--- config.mk ---
export PLATFORM = sky130hd
export DESIGN_NAME = mem_access_stage
export DESIGN_NICKNAME = d
export VERILOG_FILES = /design/src/rtl/mem_access_stage.sv
export SDC_FILE = /design/constraint.sdc
export NUM_CORES = 1
export LEC_CHECK = 0
export BUFFER_PORTS_ARGS = -buffer_cell sky130_fd_sc_hd__buf_2
export CAP_MARGIN = 20
export CORE_MARGIN = 4
export CORE_UTILIZATION = 42
export DETAILED_ROUTE_END_ITERATION = 10
export GPL_TIMING_DRIVEN = 0
export PLACE_DENSITY_LB_ADDON = 0.05
export SETUP_SLACK_MARGIN = 0.4
export SYNTH_ARGS = -nofsm -noshare
export SYNTH_HDL_FRONTEND = slang
export SYNTH_SLANG_ARGS = --single-unit
--- constraint.sdc ---
create_clock -name clk -period 6.7 [get_ports clk]
set_input_delay 1.34 -clock clk [delete_from_list [all_inputs] [get_ports clk]]
set_output_delay 1.34 -clock clk [all_outputs]
set_load 0.01 [all_outputs]
--- src/rtl/mem_access_stage.sv ---
// mem_access_stage
// MEM stage of the 5-stage pipeline. Runs loads and stores over a
// request/acknowledge data-memory bus. The upstream pipeline stalls while an
// access is outstanding, and the MEM/WB register is loaded once per
// instruction. A watchdog abandons any access that is not acknowledged within
// ACK_TIMEOUT WAIT cycles and raises a sticky error.
//
// Ports
//   clk, reset                 clock (rising edge), async active-high reset
//   RegWrite_in .. MemWrite_in EX/MEM control bits
//   ALU_result_in              address for memory ops, result otherwise
//   reg_read_data_2_in         store data
//   EX_MEM_RegisterRd_in       destination register
//   dmem_req/we/addr/wdata     registered data-memory request
//   dmem_ack, dmem_rdata       one-cycle completion pulse and load data
//   MEM_Stall                  combinational freeze of PC .. EX/MEM
//   RegWrite_out .. MEM_WB_RegisterRd_out  MEM/WB register
//   mem_err                    sticky watchdog error
//
// state | meaning
// IDLE  | no access outstanding; non-memory ops pass straight to MEM/WB
// WAIT  | request on the bus, waiting for dmem_ack or the watchdog
module mem_access_stage #(
  parameter int ACK_TIMEOUT = 16
) (
  input  logic        clk,
  input  logic        reset,
  input  logic        RegWrite_in,
  input  logic        MemtoReg_in,
  input  logic        MemRead_in,
  input  logic        MemWrite_in,
  input  logic [31:0] ALU_result_in,
  input  logic [31:0] reg_read_data_2_in,
  input  logic [4:0]  EX_MEM_RegisterRd_in,
  output logic        dmem_req,
  output logic        dmem_we,
  output logic [31:0] dmem_addr,
  output logic [31:0] dmem_wdata,
  input  logic        dmem_ack,
  input  logic [31:0] dmem_rdata,
  output logic        MEM_Stall,
  output logic        RegWrite_out,
  output logic        MemtoReg_out,
  output logic [31:0] mem_read_data_out,
  output logic [31:0] ALU_result_out,
  output logic [4:0]  MEM_WB_RegisterRd_out,
  output logic        mem_err
);

  localparam int CW = (ACK_TIMEOUT > 1) ? $clog2(ACK_TIMEOUT) : 1;
  localparam logic [CW-1:0] CNT_LAST = CW'(ACK_TIMEOUT - 1);

  typedef enum logic {S_IDLE, S_WAIT} state_t;

  state_t      state_q, state_d;
  logic [CW-1:0] cnt_q, cnt_d;
  logic        req_q, req_d;
  logic        we_q, we_d;
  logic [31:0] addr_q, addr_d;
  logic [31:0] wdata_q, wdata_d;
  logic        wb_rw_q, wb_rw_d;
  logic        wb_mtr_q, wb_mtr_d;
  logic [31:0] wb_rdata_q, wb_rdata_d;
  logic [31:0] wb_alu_q, wb_alu_d;
  logic [4:0]  wb_rd_q, wb_rd_d;
  logic        err_q, err_d;
  logic        stall;

  logic mem_op;
  logic last_cnt;
  assign mem_op   = MemRead_in | MemWrite_in;
  assign last_cnt = (cnt_q == CNT_LAST);

  // state register
  always_ff @(posedge clk or posedge reset) begin
    if (reset) state_q <= S_IDLE;
    else       state_q <= state_d;
  end

  // next state
  always_comb begin
    state_d = state_q;
    case (state_q)
      S_IDLE: if (mem_op) state_d = S_WAIT;
      S_WAIT: if (dmem_ack || last_cnt) state_d = S_IDLE;
      default: state_d = S_IDLE;
    endcase
  end

  // outputs and datapath next values; MEM/WB defaults to a bubble
  always_comb begin
    stall      = 1'b0;
    cnt_d      = cnt_q;
    req_d      = req_q;
    we_d       = we_q;
    addr_d     = addr_q;
    wdata_d    = wdata_q;
    err_d      = err_q;
    wb_rw_d    = 1'b0;
    wb_mtr_d   = 1'b0;
    wb_rdata_d = '0;
    wb_alu_d   = '0;
    wb_rd_d    = '0;
    case (state_q)
      S_IDLE: begin
        if (mem_op) begin
          stall   = 1'b1;
          req_d   = 1'b1;
          we_d    = MemWrite_in;
          addr_d  = ALU_result_in;
          wdata_d = reg_read_data_2_in;
          cnt_d   = '0;
        end else begin
          wb_rw_d  = RegWrite_in;
          wb_mtr_d = MemtoReg_in;
          wb_alu_d = ALU_result_in;
          wb_rd_d  = EX_MEM_RegisterRd_in;
        end
      end
      S_WAIT: begin
        // The EX/MEM inputs are still frozen by the stall, so the completing
        // instruction is captured straight from them. An ack beats the
        // watchdog when both land in the same cycle.
        if (dmem_ack || last_cnt) begin
          req_d    = 1'b0;
          wb_rw_d  = RegWrite_in;
          wb_mtr_d = MemtoReg_in;
          wb_alu_d = ALU_result_in;
          wb_rd_d  = EX_MEM_RegisterRd_in;
          if (dmem_ack) begin
            if (!MemWrite_in) wb_rdata_d = dmem_rdata;
          end else begin
            err_d = 1'b1;
          end
        end else begin
          stall = 1'b1;
          cnt_d = cnt_q + 1'b1;
        end
      end
      default: ;
    endcase
  end

  always_ff @(posedge clk or posedge reset) begin
    if (reset) begin
      cnt_q      <= '0;
      req_q      <= 1'b0;
      we_q       <= 1'b0;
      addr_q     <= '0;
      wdata_q    <= '0;
      err_q      <= 1'b0;
      wb_rw_q    <= 1'b0;
      wb_mtr_q   <= 1'b0;
      wb_rdata_q <= '0;
      wb_alu_q   <= '0;
      wb_rd_q    <= '0;
    end else begin
      cnt_q      <= cnt_d;
      req_q      <= req_d;
      we_q       <= we_d;
      addr_q     <= addr_d;
      wdata_q    <= wdata_d;
      err_q      <= err_d;
      wb_rw_q    <= wb_rw_d;
      wb_mtr_q   <= wb_mtr_d;
      wb_rdata_q <= wb_rdata_d;
      wb_alu_q   <= wb_alu_d;
      wb_rd_q    <= wb_rd_d;
    end
  end

  // Held low through reset so a pending memory op in EX/MEM cannot freeze
  // the pipeline while the stage is being cleared.
  assign MEM_Stall             = stall & ~reset;
  assign dmem_req              = req_q;
  assign dmem_we               = we_q;
  assign dmem_addr             = addr_q;
  assign dmem_wdata            = wdata_q;
  assign RegWrite_out          = wb_rw_q;
  assign MemtoReg_out          = wb_mtr_q;
  assign mem_read_data_out     = wb_rdata_q;
  assign ALU_result_out        = wb_alu_q;
  assign MEM_WB_RegisterRd_out = wb_rd_q;
  assign mem_err               = err_q;

endmodule
==> flow_summary.ini <==
[setup_path]
arrival_ns = 2.50
endpoint_kind = output port
worstPathCellList = buf_2 -> o21bai_2 -> a21boi_2 -> buf_2 -> nor2_1 -> buf_2
cp_max_fo = 10
crit_buf_inv = 3
path_class = in -> out
cp_slowest_cell = a21boi_2
slowest_delay_ns = 0.37
crit_top_cell = buf_2
path_delay_family = compound AO/OA/AOI/OAI gates
required_ns = 5.36
critical_path.startpoint_type = input port

[clock_network]
h-tree-depth = 4
clockBufferDepth = 2
tritoncts = done
cts_inserted_buffers = 17
post_cts_resized = 0
clockRootBuffer = clkbuf_16
cts_sinks = 143
post-cts-setup-buffer-count = 0
clkSlewWorstSetupHoldPaths_ns = 0.05
cts_hold_buf = 0
clk_latency_ns = 0.41

[placed_design]
placedInstanceArea_um2 = 6466
dp_worst_setup_slack_ns = 2.825
dp.cells = 710
routabilityCongestion = 0.7485
io_buffers = 246
hpwl_um = 8783

[sta]
tightest_slew_ns = 0.6325
finalClockSkew_ns = 0.004875
finalMaxSlewViolations = 0
slew_headroom = 0.5783
hold_viol = 0
min_period_over_period = 0.5736
max_freq_mhz = 260.2
finalSetupViolations = 0
fin_crit_ns = 3.843
rsz0062_at_grt = false
setup_slack_ns = 2.857

[floorplanning]
initial_utilization = 0.4344
die_w_um = 117.4
io_pins = 247
fp.dieH_um = 117.4
core_area_um2 = 11560
die_area_um2 = 13770
core.rowCount = 39

[routing]
drc_errors = 0
drtIter0Drc = 146
routed_via_density = 4.546
first_pass_iters = 4
ant_nets = 0
vias = 3373
wl_per_cell_um = 15.97
wl_um = 11850

[global_route]
grt_overflow = 0
antenna_found_initial = 0
grt_pass1_vias = 3645
grt_pass1_wl_um = 19060
grt_max_degree = 74
grt.total_usage = 0.1794

[final_layout]
final_util = 0.6170
layout-drive-gt1-share = 0.5977
multiInputGateArea_um2 = 1329
fillers = 956
fin_area_um2 = 7136
num_antenna_cells = 0
seq_area_um2 = 3578
layoutNonFillerInstCount = 742
syn_to_final_growth_pct = 42.04
fin_nets = 695

[synthesis]
synth_top_area_share = 0.7123
synth_top_family_by_area = multiplexers
synth.mux.area_fraction = 0.1455
synth_edf_count = 0
avgSynthCellArea_um2 = 15.70
synthCells = 320
syn-cell-area_um2 = 5024
synth-xor-area-share = 0.001743
ys_types = 25
ys.flop_type = dfrtp_1
yosys.area_share.adder = 0.002491
yosys.area_share.simple = 0.09763
synth-compound-area-share = 0.01719
synth_seq_area_share = 0.7123
synth.area.top_cells = dfrtp_1, mux2_2, and2_1
yosysWarnings = 0
synth_area_leader_cell = dfrtp_1
syn_nets = 429
async_flop_share = 1.000
ys_ff_latch = 143

[pwr]
p_per_area_nw_per_um2 = 399.5
p_leak_nw = 3.781
total_power_w = 0.002851
ir_drop_mv = 0.2126

[status]
status = finished clean

[flow_run]
max_cap_violations = 0

[hold_path]
hp-class = reg -> reg
-- state kept, by name (all words and copies together) (netlist names) --
name and count:
RegWrite_out 1, state_q 1, dmem_we 1, mem_err 1, cnt_q 4, MEM_WB_RegisterRd_out 5
ALU_result_out 32, mem_read_data_out 32, dmem_addr 32, dmem_req 1, dmem_wdata 32, MemtoReg_out 1
-- tightest hold or removal path, stage by stage (launching register included) --
cell     delay [ns]
dfrtp_1        0.34
inv_1          0.04
o31ai_1        0.05
-- worst paths after layout --
kind / startpoint / endpoint / slack (ns) / cells past startpoint
worst max-delay path: MemWrite_in / MEM_Stall / 2.86 / 6
worst min-delay path: mem_err$_DFFE_PP0P_ / mem_err$_DFFE_PP0P_ / 0.47 / 2
worst max register to register: cnt_q[0]$_DFFE_PP0P_ / MEM_WB_RegisterRd_out[3]$_DFF_PP0_ / 4.96 / 5
worst min register to register: mem_err$_DFFE_PP0P_ / mem_err$_DFFE_PP0P_ / 0.47 / 2
max in group asynchronous: reset / dmem_wdata[7]$_DFFE_PP0P_ / 4.88 / 3
min in group asynchronous: reset / ALU_result_out[25]$_DFF_PP0_ / 1.04 / 2
-- power by group --
part           internal (W)  switching, W
logic              0.000328      0.000325
clock network      0.000714      0.000343
registers           0.00106     0.0000818
-- layer usage --
layer	global-route usage	routed length (um)	vias to the layer above
li1	-	-	1586
met1	0.2044	4571	1597
met2	0.2840	5733	168
met3	0.09577	1310	22
met4	0.07331	233	0
met5	0	0	-
-- cell usage after synthesis, types with 2 or more instances --
library cell / number
clkbuf_1: 3
buf_2: 3
nor2_1: 2
and2_1: 71
o21ai_0: 2
buf_6: 5
nand2_1: 4
nor2b_1: 2
mux2_2: 64
dfrtp_1: 143
inv_1: 5
clkbuf_2: 3
-- area by class of cell --
cell class                 count  area share
buffer                        14     0.01368
clock buffer                  20     0.06400
clock inverter                12     0.02981
inverter                       5    0.003332
multi-input combinational    158      0.1862
sequential                   143      0.5015
tap                          143     0.02507
timing repair buffer         247      0.1764
-- logic make-up (layout without fill, tap and decap cells) --
kind of cell | after synthesis | after routing
xor gates and xnor gates | 1 | 1
DFF | 143 | 143
buffers and inverters | 19 | 298
AOI/OAI and AO/OA | 10 | 10
muxes | 65 | 65
and+or+nand+nor | 81 | 81
adders and majority gates | 1 | 1
-- through the flow --
stage	TNS, ns	hold WS (ns)
floorplan	0	0.4776
CTS	0	0.4699
global placement	-2.184	0.4572
global route	0	0.5039
detailed placement	0	0.4565
finish	0	0.4720
-- cell usage in the layout, fill, tap and decap left out, drive strengths merged, types with 4 or more instances in the layout --
master,n
and2,71
buf,255
bufinv,6
clkbuf,26
clkinv,5
dfrtp,143
inv,5
mux2,64
nand2,4
Note: power is estimated with default switching activity, not from simulation.
